`config.mk`:
```
export PLATFORM = sky130hd
export DESIGN_NAME = signed_max_window
export DESIGN_NICKNAME = d
export VERILOG_FILES = /design/src/rtl/signed_max_window.sv
export SDC_FILE = /design/constraint.sdc
export NUM_CORES = 1
export LEC_CHECK = 0
export CORE_AREA = 2 2 66 68
export CTS_BUF_LIST = sky130_fd_sc_hd__clkbuf_8
export CTS_CLUSTER_DIAMETER = 200
export DETAILED_ROUTE_END_ITERATION = 8
export DIE_AREA = 0 0 68 70
export GPL_TIMING_DRIVEN = 0
export PLACE_DENSITY = 0.85
export SLEW_MARGIN = 10
export SYNTH_ARGS = -nofsm -noshare
export SYNTH_HDL_FRONTEND = slang
export SYNTH_SLANG_ARGS = --single-unit
```
`constraint.sdc`:
```
create_clock -name CLK -period 3.55 [get_ports CLK]
set_input_delay 0.8875 -clock CLK [delete_from_list [all_inputs] [get_ports CLK]]
set_output_delay 0.8875 -clock CLK [all_outputs]
set_load 0.02 [all_outputs]
```
`src/rtl/signed_max_window.sv`:
```
// Windowed signed maximum: collects WINDOW samples, then holds the largest value
// and its first position until the result is taken downstream.
//
// state | meaning
// ACCUM | accepting samples, folding each one into the running max
// EMIT  | holding a result on O/O_IDX with O_VALID high
module signed_max_window #(
  parameter int WIDTH  = 8,
  parameter int WINDOW = 4
) (
  input  logic             CLK,
  input  logic             ASYNCRESETN,
  input  logic             CLR,
  input  logic [WIDTH-1:0] I,
  input  logic             I_VALID,
  output logic             I_READY,
  output logic [WIDTH-1:0] O,
  output logic [7:0]       O_IDX,
  output logic             O_VALID,
  input  logic             O_READY
);

  localparam int CNT_W = $clog2(WINDOW);
  localparam logic [CNT_W-1:0] CNT_LAST = CNT_W'(WINDOW - 1);

  typedef enum logic {
    ACCUM = 1'b0,
    EMIT  = 1'b1
  } state_t;

  state_t           state;
  logic [CNT_W-1:0] cnt;
  logic [WIDTH-1:0] max_q;
  logic [7:0]       idx_q;

  logic             first;
  logic             gt;
  logic             take;
  logic [WIDTH-1:0] max_nxt;
  logic [7:0]       idx_nxt;

  // Strictly-greater compare keeps the earliest sample on ties.
  always_comb begin
    first   = (cnt == '0);
    gt      = $signed(I) > $signed(max_q);
    take    = first || gt;
    max_nxt = take ? I : max_q;
    idx_nxt = first ? 8'd0 : (gt ? 8'(cnt) : idx_q);
  end

  assign I_READY = (state == ACCUM);

  always_ff @(posedge CLK or negedge ASYNCRESETN) begin
    if (!ASYNCRESETN) begin
      state   <= ACCUM;
      cnt     <= '0;
      max_q   <= '0;
      idx_q   <= '0;
      O       <= '0;
      O_IDX   <= '0;
      O_VALID <= 1'b0;
    end else if (CLR) begin
      state   <= ACCUM;
      cnt     <= '0;
      O_VALID <= 1'b0;
    end else begin
      case (state)
        ACCUM: begin
          if (I_VALID) begin
            max_q <= max_nxt;
            idx_q <= idx_nxt;
            // Last sample of the window goes straight into the output registers.
            if (cnt == CNT_LAST) begin
              O       <= max_nxt;
              O_IDX   <= idx_nxt;
              O_VALID <= 1'b1;
              cnt     <= '0;
              state   <= EMIT;
            end else begin
              cnt <= cnt + CNT_W'(1);
            end
          end
        end
        EMIT: begin
          if (O_READY) begin
            state   <= ACCUM;
            O_VALID <= 1'b0;
          end
        end
      endcase
    end
  end

endmodule

```
==> impl_metrics.csv, run 1 <==
group,metric,value,unit
drt,wl_met3,183,um
sta,holdWs,0.481,ns
die,fp-row-count,24,
clock_network,clkTransAtPathRegs,0.07,ns
final_layout,drive_gt1_share,9.13,%
sta,slew_viol_final,0,
synth,synth-main-ff-cell,"dfrtp_1",
synth,synth-async-reset-ratio,100,%
synth,yosys-top-cells-count,"nand2_1, dfrtp_1, nor2_1",
synth,synth_compound_area_share,19.7,%
clock_network,cts_setup_buffers,0,
synth,synth_area_leaders,"dfrtp_1, nand2_1, ha_1",
hold_path,min_path_type,"reg2reg",
synth,syn_inst,203,
drt,vias,1611,
synth,seq_area_frac_synth,46.6,%
sta,tightest_slew,0.792,ns
clock_network,clockBufferDepth,2,
die,ioPinCount,31,
die,core-area,0.00414,mm^2
synth,synth_area,0.00193,mm^2
synth,synth_top_family_by_area,"simple AND/OR/NAND/NOR gates",
sta,max_slew_margin,47.2,%
placed_design,hpwlAfterDp,3.07,mm
clock_network,numCtsBuffers,5,
die,dieWidth,68,um
worst_setup_path,cpMostUsedCell,"o22ai_1",
die,die_area,0.00476,mm^2
synth,synth_top_area_share,46.6,%
global_routing,grt_start_max_net_pins,37,
synth,muxShareOfSynthArea,0.583,%
outcome,status,"completed",
drt,drt-met1-wl,2.02,mm
synth,synth_most_common_cell,"nand2_1",
synth,ys.warnings.count,0,
worst_setup_path,max_stage_delay,0.45,ns
drt,routed_wl,4.27,mm
final_layout,finalCoreUtilization,57.5,%
clock_network,cts_root_buf,"clkbuf_8",
die,start_util,46.6,%
synth,synth_area_per_cell,9.52,um^2
global_routing,grt_pass1_vias,1573,
worst_setup_path,path_cells,"clkdlybuf4s50_1 -> ha_1 -> a211oi_1 -> o22a_1 -> nor3_4 -> o22ai_1 -> buf_2 -> o22ai_1",
worst_setup_path,path_max_fanout,10,
synth,synthDistinctLibCells,39,
sta,setup_viol,0,
synth,ys_seq_elements,36,
synth,synth_adder_area_share,6.47,%
drt,drt_iter0_drc,109,
pwr,p_leak,0.000998,uW
synth,syn-num-nets,226,
sta,rsz0062_at_grt,"no",
drt,drt-vias-per-instance,5.50,
global_routing,track_usage,20.3,%
clock_network,cts_max_level,2,
worst_setup_path,critPathCaptureType,"register",
global_routing,grt_pass1_wl,7.26,mm
global_routing,antenna_found_initial,0,
sta,finalHoldViolations,0,
clock_network,clk-insertion-delay-late,0.29,ns
sta,finClkSkew,0.00752,ns
final_layout,layout.nets,263,
final_layout,stdcell_area,0.00238,mm^2
placed_design,portBuffers,30,
clock_network,cts_tree,"done",
die,die_height,70,um
drt,wire_per_inst,14.6,um
sta,period_needed,3.07,ns
synth,synth-simple-area-share,22.1,%
worst_setup_path,cp_num_buf_inv,2,
clock_network,hold_buffers,0,
worst_setup_path,cp.required,3.72,ns
sta,fin_crit_sh,86.5,%
sta,tns,0,ns
drt,dr_wl_met2,2.02,mm
final_layout,diodes,0,
worst_setup_path,path_delay_family,"compound AO/OA/AOI/OAI gates",
job,cap_violations,0,
drt,postRouteAntennaNets,0,
pwr,ir_drop,0.000235,V
global_routing,grt-ovfl-total,0,
synth,synth_edf_count,0,
drt,highest_layer,"met4",
worst_setup_path,crit_arrival,3.24,ns
drt,firstDrtPassIters,6,
placed_design,place_area,0.00229,mm^2
clock_network,cts_sinks,36,
placed_design,gp_congestion,0.870,
worst_setup_path,start_kind,"input pin",
synth,synth-xor-area-share,0,%
pwr,power_density,518,mW/mm^2
clock_network,cts-resized-gates,0,
sta,timing.fmax,0.326,GHz
synth,synth_top_area_cell,"dfrtp_1",
drt,drc,0,
final_layout,area_growth,23.2,%
worst_setup_path,slowest_stage,"clkdlybuf4s50_1",
worst_setup_path,critPathKind,"in2reg",
-- placed cells by master, fill, tap and decap left out, types with 2 or more instances in the layout --
master	count
nand2_1	40
dfrtp_1	36
clkdlybuf4s50_1	29
nor2_1	13
inv_1	12
o211ai_1	10
ha_1	10
o22ai_1	9
o21ai_0	8
nor2b_1	7
nand2b_1	7
clkbuf_1	5
o2111ai_1	5
clkbuf_8	5
a21oi_1	4
buf_2	3
nor3_1	3
o31ai_1	2
a211oi_2	2
o21ai_1	2
nor3_4	2
buf_4	2
a221o_1	2
or4_1	2
nand3_1	2
clkinv_2	2
-- layout make-up --
cell class / instances / area [um^2]
inverters: 12 / 45.0
flip-flops and latches: 36 / 901
plain buffers: 9 / 43.8
clock inverters: 3 / 18.8
well taps: 52 / 65.1
clock buffers: 5 / 68.8
fillers: 378 / 1760
repair buffers: 30 / 295
multi-input cells: 146 / 943
-- registers in the layout, summed over array words and instances (netlist names) --
signal / flops
O: 8
O_IDX: 8
O_VALID: 1
cnt: 2
idx_q: 8
max_q: 8
state: 1
-- layer usage --
layer	vias to the layer above	track usage (%)
met5	-	0
met4	0	6.44
met3	7	4.99
met2	36	31.7
met1	773	27.5
li1	795	-
-- where the power goes --
group	switching [uW]	internal, uW	total [uW]	leakage (uW)
logic	261	182	443	0.000466
clock network	153	137	290	0.0000479
registers	30.6	469	499	0.000485
total	445	788	1230	0.000998
-- path summary, 6_finish.rpt --
check	depth (start not counted)	endpoint	startpoint	slack, ns
max	8	max_q[5]$_DFFE_PN0P_	I[5]	0.48
min	2	O_IDX[2]$_DFFE_PN0P_	O_IDX[2]$_DFFE_PN0P_	0.48
max reg2reg	8	max_q[5]$_DFFE_PN0P_	max_q[7]$_DFFE_PN0P_	1.16
min reg2reg	2	O_IDX[2]$_DFFE_PN0P_	O_IDX[2]$_DFFE_PN0P_	0.48
max in group asynchronous	1	max_q[5]$_DFFE_PN0P_	ASYNCRESETN	2.38
min in group asynchronous	1	O_IDX[6]$_DFFE_PN0P_	ASYNCRESETN	0.67
-- worst register-to-register path, delay by kind of cell, from the launching register on --
kind	cells	cell delay (ns)
adders and majority gates	1	0.35
buffers and inverters	2	0.39
DFF	1	0.37
and+or+nand+nor	1	0.23
AOI/OAI and AO/OA	4	0.94
-- cell families (layout without fill, tap and decap cells) --
kind of cell	count (synthesis)	in the layout
DFF	36	36
buffers and inverters	21	59
adders and majority gates	10	10
muxes	1	1
AOI/OAI and AO/OA	52	52
and+or+nand+nor	83	83
-- per-stage QoR --
| step | total power, uW | setup slack [ns] | std cells |
|---|---|---|---|
| after detailed placement | 947 | 0.226 | 285 |
| after global placement | 933 | 0.309 | 285 |
| after CTS | 1240 | 0.516 | 293 |
| final | 1230 | 0.479 | 293 |
| after global routing | 1310 | 0.403 | 293 |
| after floorplan | 814 | 0.995 | 203 |
Note: power is estimated with default switching activity, not from simulation.
==> run 2: changes to the inputs <==
- CORE_AREA: 2 2 66 68 -> 2 2 84 54
- DIE_AREA: 0 0 68 70 -> 0 0 86 56
==> run 2 against run 1 <==
Effect of this change: worst setup slack got worse by 0.069 ns; clock skew is 0.0028 ns lower; non-clock buffer count is the same; via count decreased by 0.12%; utilization up 2.7 points; cell count decreased by 0.68%; largest cell class unchanged; count of clock-buffer cells in the layout unchanged; maximum frequency decreased by 2.2%; total power increased by 5.7%; critical endpoint is now max_q[6]$_DFFE_PN0P_.
==> impl_metrics.csv, run 2 (synthesized netlist as in run 1, its figures left out) <==
group,metric,value,unit
sta,fin_crit_sh,88.5,%
final_layout,instances_no_fill,291,
global_routing,met2_usage,25.7,%
sta,holdWs,0.478,ns
clock_network,hold_buffers,0,
placed_design,portBuffers,30,
worst_setup_path,timing.rr.start,"max_q[5]$_DFFE_PN0P_",
final_layout,diodes,0,
sta,tightest_slew,0.798,ns
global_routing,grt_start_max_net_pins,37,
clock_network,clkTransAtPathRegs,0.07,ns
drt,wire_per_inst,15.1,um
sta,timing.fmax,0.318,GHz
hold_path,worstHoldStart,"O_IDX[4]$_DFFE_PN0P_",
final_layout,drive_gt1_share,8.71,%
die,start_util,48.5,%
global_routing,grt-ovfl-total,0,
worst_setup_path,cpMostUsedCell,"o22ai_1",
worst_setup_path,critPathKind,"in2reg",
global_routing,met3_usage,4.90,%
placed_design,dpl_worst_slack,0.116,ns
worst_setup_path,path_cells,"clkdlybuf4s50_1 -> ha_1 -> a211oi_1 -> o22a_1 -> nor3_4 -> o22ai_1 -> buf_2 -> o22ai_1",
clock_network,cts-resized-gates,0,
die,die_height,56,um
sta,tns,0,ns
final_layout,layout_commonest_cell,"nand2_1",
sta,max_slew_margin,46.8,%
clock_network,cts_setup_buffers,0,
worst_setup_path,max_stage_delay,0.49,ns
hold_path,min_path_type,"reg2reg",
pwr,ir_drop,0.000263,V
global_routing,track_usage,19.2,%
sta,rsz0062_at_grt,"no",
final_layout,layout.nets,263,
worst_setup_path,path_max_fanout,10,
sta,worst_slack,0.409,ns
placed_design,dp_cells,283,
drt,firstDrtPassIters,4,
die,ioPinCount,31,
worst_setup_path,slowest_stage,"clkdlybuf4s50_1",
drt,routed_wl,4.38,mm
clock_network,cts_max_level,2,
clock_network,numCtsBuffers,5,
global_routing,grt_pass1_vias,1504,
global_routing,busiest_layer,"met1",
placed_design,place_area,0.00229,mm^2
final_layout,n_fill_cell,344,
worst_setup_path,crit_start,"I[5]",
sta,period_needed,3.14,ns
placed_design,hpwlAfterDp,3.21,mm
pwr,p_leak,0.00101,uW
worst_setup_path,critPathCaptureType,"register",
drt,postRouteAntennaNets,0,
outcome,status,"completed",
clock_network,cts_tree,"done",
final_layout,layout_common_cells,"nand2_1, dfrtp_1, clkdlybuf4s50_1",
drt,vias,1609,
final_layout,area_growth,24.1,%
drt,drt-vias-per-instance,5.53,
clock_network,cts_sinks,36,
job,cap_violations,0,
pwr,power_density,543,mW/mm^2
sta,finClkSkew,0.00473,ns
clock_network,cts_root_buf,"clkbuf_8",
worst_setup_path,cp.required,3.72,ns
die,die_area,0.00482,mm^2
drt,drc,0,
global_routing,antenna_found_initial,0,
sta,finalHoldViolations,0,
die,fp-row-count,18,
clock_network,clockBufferDepth,2,
sta,setup_viol,0,
global_routing,grt_use_met1,29.4,%
final_layout,stdcell_area,0.00240,mm^2
sta,slew_viol_final,0,
drt,drt_iter0_drc,65,
placed_design,gp_congestion,1.00,
die,core-area,0.00399,mm^2
die,dieWidth,86,um
worst_setup_path,crit_arrival,3.32,ns
worst_setup_path,start_kind,"input pin",
clock_network,clk-insertion-delay-late,0.29,ns
global_routing,grt_pass1_wl,7.11,mm
-- run 2: worst paths after layout --
kind                                        endpoint  slack (ns)  cells after the start
worst max-delay path            max_q[6]$_DFFE_PN0P_        0.41                      8
worst min-delay path            O_IDX[4]$_DFFE_PN0P_        0.48                      2
worst max register to register  max_q[6]$_DFFE_PN0P_        1.10                      8
worst min register to register  O_IDX[4]$_DFFE_PN0P_        0.48                      2
max in group asynchronous            state$_DFF_PN0_        2.36                      1
min in group asynchronous       O_IDX[2]$_DFFE_PN0P_        0.68                      1
-- run 2: cell type report --
class | instances | area, um^2 | share of cell area, %
Buffer | 9 | 43.8 | 1.83
Clock buffer | 5 | 68.8 | 2.87
Clock inverter | 3 | 38.8 | 1.62
Inverter | 12 | 45.0 | 1.88
Multi-Input combinational cell | 146 | 943 | 39.3
Sequential cell | 36 | 901 | 37.6
Tap cell | 50 | 62.6 | 2.61
Timing Repair Buffer | 30 | 295 | 12.3
-- run 2: per-stage QoR --
step                      util (%)  power, uW
final                         60.2       1300
after global placement        57.6        936
after global routing          60.2       1370
after CTS                     60.2       1310
after floorplan                  -        814
after detailed placement      57.5        950
-- run 2: per-layer routing --
metal / part of all wire [%] / up-vias
met5: 0 / -
met4: 1.3 / 0
met3: 7.8 / 8
met2: 40 / 51
met1: 51 / 757
li1: - / 793
-- run 2: critical path, delay by kind of cell --
kind	cells	cell delay (ns)
buffers and inverters	2	0.83
AO/OA/AOI/OAI	4	1.15
adder cells (fa/ha/maj)	1	0.37
AND/OR/NAND/NOR	1	0.07
-- run 2: power by group --
| group | switching, uW | total [uW] | internal (uW) |
|---|---|---|---|
| clock | 154 | 359 | 206 |
| sequential | 30.6 | 499 | 469 |
| combinational | 263 | 445 | 182 |
